## config.mk

```make
export PLATFORM = sky130hd
export DESIGN_NAME = srl_tap_reader
export DESIGN_NICKNAME = d
export VERILOG_FILES = /design/src/rtl/srl_tap_pkg.sv /design/src/rtl/srl_tap_column.sv /design/src/rtl/srl_tap_reader.sv
export SDC_FILE = /design/constraint.sdc
export NUM_CORES = 1
export LEC_CHECK = 0
export CAP_MARGIN = 20
export CORE_MARGIN = 1.5
export CORE_UTILIZATION = 35
export CTS_BUF_LIST = sky130_fd_sc_hd__clkbuf_8
export DETAILED_ROUTE_END_ITERATION = 8
export GPL_TIMING_DRIVEN = 0
export MAX_ROUTING_LAYER = met4
export PLACE_DENSITY = 0.49
export SLEW_MARGIN = 20
export SYNTH_ARGS = -nofsm -noshare
export SYNTH_HDL_FRONTEND = slang
export SYNTH_SLANG_ARGS = --single-unit
```

## constraint.sdc

```tcl
create_clock -name clk -period 1.3 [get_ports clk]
set_input_delay 0.195 -clock clk [delete_from_list [all_inputs] [get_ports clk]]
set_output_delay 0.195 -clock clk [all_outputs]
set_load 0.005 [all_outputs]
```

## src/rtl/srl_tap_pkg.sv

```systemverilog
// -----------------------------------------------------------------------------
// srl_tap_pkg
// Shared helpers for the SRL tap reader:
//   tap_aw()       - tap address width derived from the storage depth
//   init_bit()     - checkerboard power-up value for a storage bit
//   fill_level_t   - fill counter type for the default 32-deep configuration
// Optional build macro used by the storage column: SRL_TAP_INIT_PATTERN_EN
// -----------------------------------------------------------------------------
package srl_tap_pkg;

   // Address width for a DEPTH-deep column; depth is always >= 2.
   function automatic int tap_aw(input int depth);
      return (depth < 2) ? 1 : $clog2(depth);
   endfunction

   // Checkerboard pattern: bit w of stage d powers up as ~((d + w) % 2).
   function automatic logic init_bit(input int d, input int w);
      return (((d + w) % 2) == 0) ? 1'b1 : 1'b0;
   endfunction

   localparam int DEFAULT_DEPTH = 32;
   localparam int DEFAULT_FILL_W = tap_aw(DEFAULT_DEPTH) + 1;

   // One extra bit so the counter can represent DEPTH itself.
   typedef logic [DEFAULT_FILL_W-1:0] fill_level_t;

endpackage

```

## src/rtl/srl_tap_column.sv

```systemverilog
// -----------------------------------------------------------------------------
// srl_tap_column
// WIDTH-bit, DEPTH-deep enable-gated shift column with an addressed
// (combinational) read. No reset on the storage so it maps onto SRL primitives.
// Ports:
//   clk   - clock
//   en    - shift enable; din enters stage 0 and every stage moves down one
//   din   - word shifted into stage 0
//   addr  - stage to read (0 = newest)
//   dout  - contents of stage[addr] (combinational)
// Build macro: SRL_TAP_INIT_PATTERN_EN gives the storage a checkerboard
// power-up value; otherwise the storage starts unknown.
// -----------------------------------------------------------------------------
module srl_tap_column
   import srl_tap_pkg::*;
#(
   parameter int WIDTH = 8,
   parameter int DEPTH = 32,
   parameter int AW    = tap_aw(DEPTH)
) (
   input  logic             clk,
   input  logic             en,
   input  logic [WIDTH-1:0] din,
   input  logic [AW-1:0]    addr,
   output logic [WIDTH-1:0] dout
);

   logic [WIDTH-1:0] stage_q [DEPTH];
   logic [WIDTH-1:0] stage_d [DEPTH];

`ifdef SRL_TAP_INIT_PATTERN_EN
   // Power-up contents only; absorbed into the SRL INIT value.
   initial begin
      for (int d = 0; d < DEPTH; d++) begin
         for (int w = 0; w < WIDTH; w++) begin
            stage_q[d][w] = init_bit(d, w);
         end
      end
   end
`endif

   always_comb begin
      stage_d[0] = din;
      for (int k = 1; k < DEPTH; k++) begin
         stage_d[k] = stage_q[k-1];
      end
   end

   // Deliberately no reset: any reset term would block SRL inference.
   always_ff @(posedge clk) begin
      if (en) begin
         stage_q <= stage_d;
      end
   end

   // Out-of-range addresses (non-power-of-2 DEPTH) are masked by the caller.
   assign dout = stage_q[addr];

endmodule

```

## src/rtl/srl_tap_reader.sv

```systemverilog
// -----------------------------------------------------------------------------
// srl_tap_reader
// Enable-gated shift-register delay line with a dynamically addressed read
// tap, a saturating fill counter and a registered output.
// Ports:
//   clk        - clock, rising edge
//   rst_n      - asynchronous active-low reset (control/output regs only)
//   in_valid   - push enable
//   in_data    - word pushed into stage 0
//   flush      - synchronous clear of the fill count (storage untouched)
//   tap_addr   - stage to read, 0 = newest
//   out_data   - registered tap data
//   out_valid  - registered; tapped stage holds a word pushed since reset/flush
//   fill_level - pushes since reset/flush, saturating at DEPTH
//   full       - fill_level == DEPTH
// Build macro: SRL_TAP_INIT_PATTERN_EN (storage power-up pattern, see column).
// -----------------------------------------------------------------------------
module srl_tap_reader
   import srl_tap_pkg::*;
#(
   parameter int WIDTH = 8,
   parameter int DEPTH = 32,
   parameter int AW    = tap_aw(DEPTH)
) (
   input  logic             clk,
   input  logic             rst_n,
   input  logic             in_valid,
   input  logic [WIDTH-1:0] in_data,
   input  logic             flush,
   input  logic [AW-1:0]    tap_addr,
   output logic [WIDTH-1:0] out_data,
   output logic             out_valid,
   output logic [AW:0]      fill_level,
   output logic             full
);

   typedef logic [AW:0] fill_t;
   localparam fill_t FILL_MAX = fill_t'(DEPTH);

   logic [WIDTH-1:0] tap_data;
   logic             tap_in_range;

   fill_t            fill_q, fill_d;
   logic [WIDTH-1:0] out_data_q, out_data_d;
   logic             out_valid_q, out_valid_d;

   srl_tap_column #(
      .WIDTH (WIDTH),
      .DEPTH (DEPTH),
      .AW    (AW)
   ) u_column (
      .clk  (clk),
      .en   (in_valid),
      .din  (in_data),
      .addr (tap_addr),
      .dout (tap_data)
   );

   // With a power-of-2 depth every address is a real stage.
   generate
      if ((1 << AW) == DEPTH) begin : g_pow2
         assign tap_in_range = 1'b1;
      end else begin : g_npow2
         assign tap_in_range = ({1'b0, tap_addr} < FILL_MAX);
      end
   endgenerate

   always_comb begin
      fill_d      = fill_q;
      out_data_d  = out_data_q;
      out_valid_d = 1'b0;

      if (flush) begin
         fill_d = in_valid ? fill_t'(1) : fill_t'(0);
      end else if (in_valid && (fill_q < FILL_MAX)) begin
         fill_d = fill_q + fill_t'(1);
      end

      // Pre-edge storage and pre-edge fill count: a same-cycle push is not
      // visible until the following cycle.
      if (tap_in_range) begin
         out_data_d  = tap_data;
         out_valid_d = ({1'b0, tap_addr} < fill_q) && !flush;
      end
   end

   always_ff @(posedge clk or negedge rst_n) begin
      if (!rst_n) begin
         fill_q      <= '0;
         out_data_q  <= '0;
         out_valid_q <= 1'b0;
      end else begin
         fill_q      <= fill_d;
         out_data_q  <= out_data_d;
         out_valid_q <= out_valid_d;
      end
   end

   assign out_data   = out_data_q;
   assign out_valid  = out_valid_q;
   assign fill_level = fill_q;
   assign full       = (fill_q == FILL_MAX);

endmodule

```

==> summary.md <==
| Metric | Value |
|---|---|
| CTS tree | yes |
| CP Capture Type | output port |
| Final Worst Setup Slack | -0.363 ns |
| Area Growth Syn to Fin | 22.8% |
| Die height | 176 µm |
| Finished Cell Area | 0.0128 mm² |
| RSZ-0062 raised after global routing | true |
| R2r startpoint | fill_level[0] |
| Avg WL per Cell | 21.7 µm |
| First drt pass iteration count | 5 |
| Num CTS Buffers | 46 |
| I/O pin total | 33 |
| Vias in the first global route | 5,499 |
| Worst skew pair latency | 0.55 ns |
| Crit path buffers/inverters | 2 |
| Kind of cell adding the most delay to the critical path | flip-flops |
| DP Area | 0.0113 mm² |
| Post-synth EDFFs | 256 |
| Pin count of the biggest net entering global routing | 58 |
| Gr usage total | 15.5% |
| Yosys warnings | 0 |
| Fin nets | 656 |
| Antenna-violating nets left | 0 |
| WL final | 22.8 mm |
| Fmax | 601 MHz |
| FF-to-FF path depth | 8 |
| Req. time, crit path | 1.11 ns |
| Post-synthesis sequential area ratio | 77.4% |
| Initial DRC count | 541 |
| Relative slew slack | 37.1% |
| Period minus WS final | 1.66 ns |
| Vias per cell | 5.06 |
| Clk_skew | 0.0171 ns |
| DP Worst Slack | -1.24 ns |
| Max Cap Viol | 0 |
| Die area | 0.0308 mm² |
| Run status | finished with violations |
| GRT Residual Overflow | 0 |
| Vias post-DR | 5,323 |
| Area contributors post-synth | edfxtp_1, mux2i_1, mux4_2 |
| First-pass GRT wire length | 34.3 mm |
| Share of the synthesized area in the top cell type | 73.8% |
| Initial antenna violation count | 0 |
| Worst vdd ir | 0.599 mV |
| Hold Crit Depth | 1 |
| R2r endpoint | out_valid |
| Average instance area after synthesis | 20.2 µm² |
| Leak Pwr | 4.66 nW |
| Syn Inst Count | 516 |
| Cell row count | 62 |
| Crit path cell chain | inv_2 -> ha_4 -> nand2_2 -> nor4_2 -> buf_2 |
| Core Region | 0.0290 mm² |
| Least-Margin Pin Slew | 0.940 ns |
| H-tree lvl count | 2 |
| Netlist cell types | 33 |
| Primary FF master, synth | edfxtp_1 |
| Filler cells | 2,555 |
| Share of cells above drive strength 1 | 30.8% |
| Beginning of the worst hold path | in_valid |
| Clock Root Buffer | clkbuf_8 |
| Hold Path Class | input port to register |
| Post-synthesis register bit count | 271 |
| Reg2reg setup slack | -0.26 ns |
| Pwr dens | 1500 mW/mm² |
| Initial core utilization | 35.9% |
| Cell taking the most area after synthesis | edfxtp_1 |
| Setup violations, final | 19 |
| CTS Buffer Depth | 3 |
| Mapped cell area | 0.0104 mm² |
| Detailed Place HPWL | 13.5 mm |
| Failing checks | setup timing |
| Worst Path Arrival | 1.47 ns |
| Fin. Hold Viols | 0 |
| Hold endpoint | u_column.stage_d[213] |
| Worst-path clk slew | 0.06 ns |
| Detailed-route DRC error count | 0 |
| Post-synthesis net count | 539 |
| Ys async rst share | 5.54% |
| Clk sinks | 271 |
| Slowest library cell on the worst path | dfrtp_2 |
| CP Launch Type | register |
| Die W | 176 µm |
| Slowest stage delay, CP | 0.41 ns |
| WS Path Type | register to output port |
| GP Congestion | 0.793 |
| Final period util | 128% |
| # diodes | 0 |
| Crit-path max FO | 2 |
| I/O Buffers | 30 |
| Fin. max-slew vios | 0 |
[sequential cells by signal, summed over array words and instances (netlist names)]
register	count
out_data	8
fill_level	6
u_column.stage_q	8
u_column.stage_d	248
out_valid	1
[cell families (layout without fill, tap and decap cells)]
kind of cell    after synthesis  count (layout)  synth area share [%]
simple gates                 51              51                  2.59
buf+inv                      33             186                  1.84
mux                          96              96                  13.2
flops                       271             271                  77.4
fa+ha+maj                     6               6                 0.721
compound gates               56              56                  3.98
xor+xnor                      3               3                 0.252
[worst max path at each step]
stage                       start             to  depth (start not counted)
floorplan             tap_addr[0]    out_data[2]                          5
global placement         in_valid  fill_level[4]                          5
detailed placement       in_valid  fill_level[4]                          7
CTS                 fill_level[0]           full                          5
global route        fill_level[0]           full                          5
finish              fill_level[0]           full                          5
[per-stage QoR]
step	cells	utilization [%]	TNS (ns)	total power (W)	hold slack [ns]
2_1_floorplan	516	-	-0.147	0.0111	-0.101
3_3_place_gp	930	38.7	-1990.09	0.0118	0.423
3_5_place_dp	932	38.9	-96.82	0.0118	0.432
4_1_cts	1045	43.5	-2.96	0.0193	0.0217
5_1_grt	1053	44.1	-3.45	0.0199	0.0362
6_report	1053	44.1	-2.41	0.0192	0.0386
[power by group]
group	total (W)	switching (W)	leakage, nW	internal, W
combinational	0.00142	0.000757	1.43	0.000665
clock	0.00734	0.00332	0.537	0.00401
sequential	0.0104	0.000239	2.69	0.0102
total	0.0192	0.00432	4.66	0.0148
[per-layer routing]
metal	wire (µm)	GRT usage [%]	vias to the layer above	share of wire, %
met4	671	5.66	0	2.9
met2	10400	22.5	170	45
met3	1310	3.18	55	5.8
met1	10500	21.5	2730	46
li1	-	-	2368	-
met5	0	-	-	0
[cell usage after synthesis (all sizes together) (2+ instances only)]
cell / instances
xnor2: 3
nand2: 4
and3: 2
inv: 7
a22oi: 48
edfxtp: 256
nor2: 10
nand3: 16
a21oi: 3
clkbuf: 4
buf: 22
nand4: 10
ha: 6
dfrtp: 15
mux2i: 64
nor2b: 4
mux4: 32
[what timing repair did]
item,4_1_cts,5_1_grt
gates resized for setup,121,23
cloned,2,1
setup buffers,29,8
endpoints found under the hold margin,5,0
pin swaps,17,14
hold buffers,1,0
endpoints found under the setup margin,127,22
[cell type report]
cell class              count  area (µm²)  area share [%]
flip-flops and latches    271        8070            63.1
clock buffers              55         757            5.92
clock inverters            29         140            1.10
repair buffers             72         713            5.58
well taps                 384         480            3.76
multi-input cells         212        2340            18.3
plain buffers              23         265            2.07
inverters                   7        26.3           0.205
[cells in the final DEF (no fill, tap or decap), drive strengths merged, types with 2 or more instances in the layout]
cell type | netlist | routed
a21oi | 3 | 3
a22oi | 48 | 48
and3 | 2 | 2
buf | 22 | 74
bufbuf | 0 | 2
clkbuf | 4 | 60
clkdlybuf4s50 | 0 | 11
clkinv | 0 | 5
dfrtp | 15 | 15
edfxtp | 256 | 256
ha | 6 | 6
inv | 7 | 29
mux2i | 64 | 64
mux4 | 32 | 32
nand2 | 4 | 4
nand3 | 16 | 16
nand4 | 10 | 10
nor2 | 10 | 10
nor2b | 4 | 4
xnor2 | 3 | 3
Note: power is estimated with default switching activity, not from simulation.
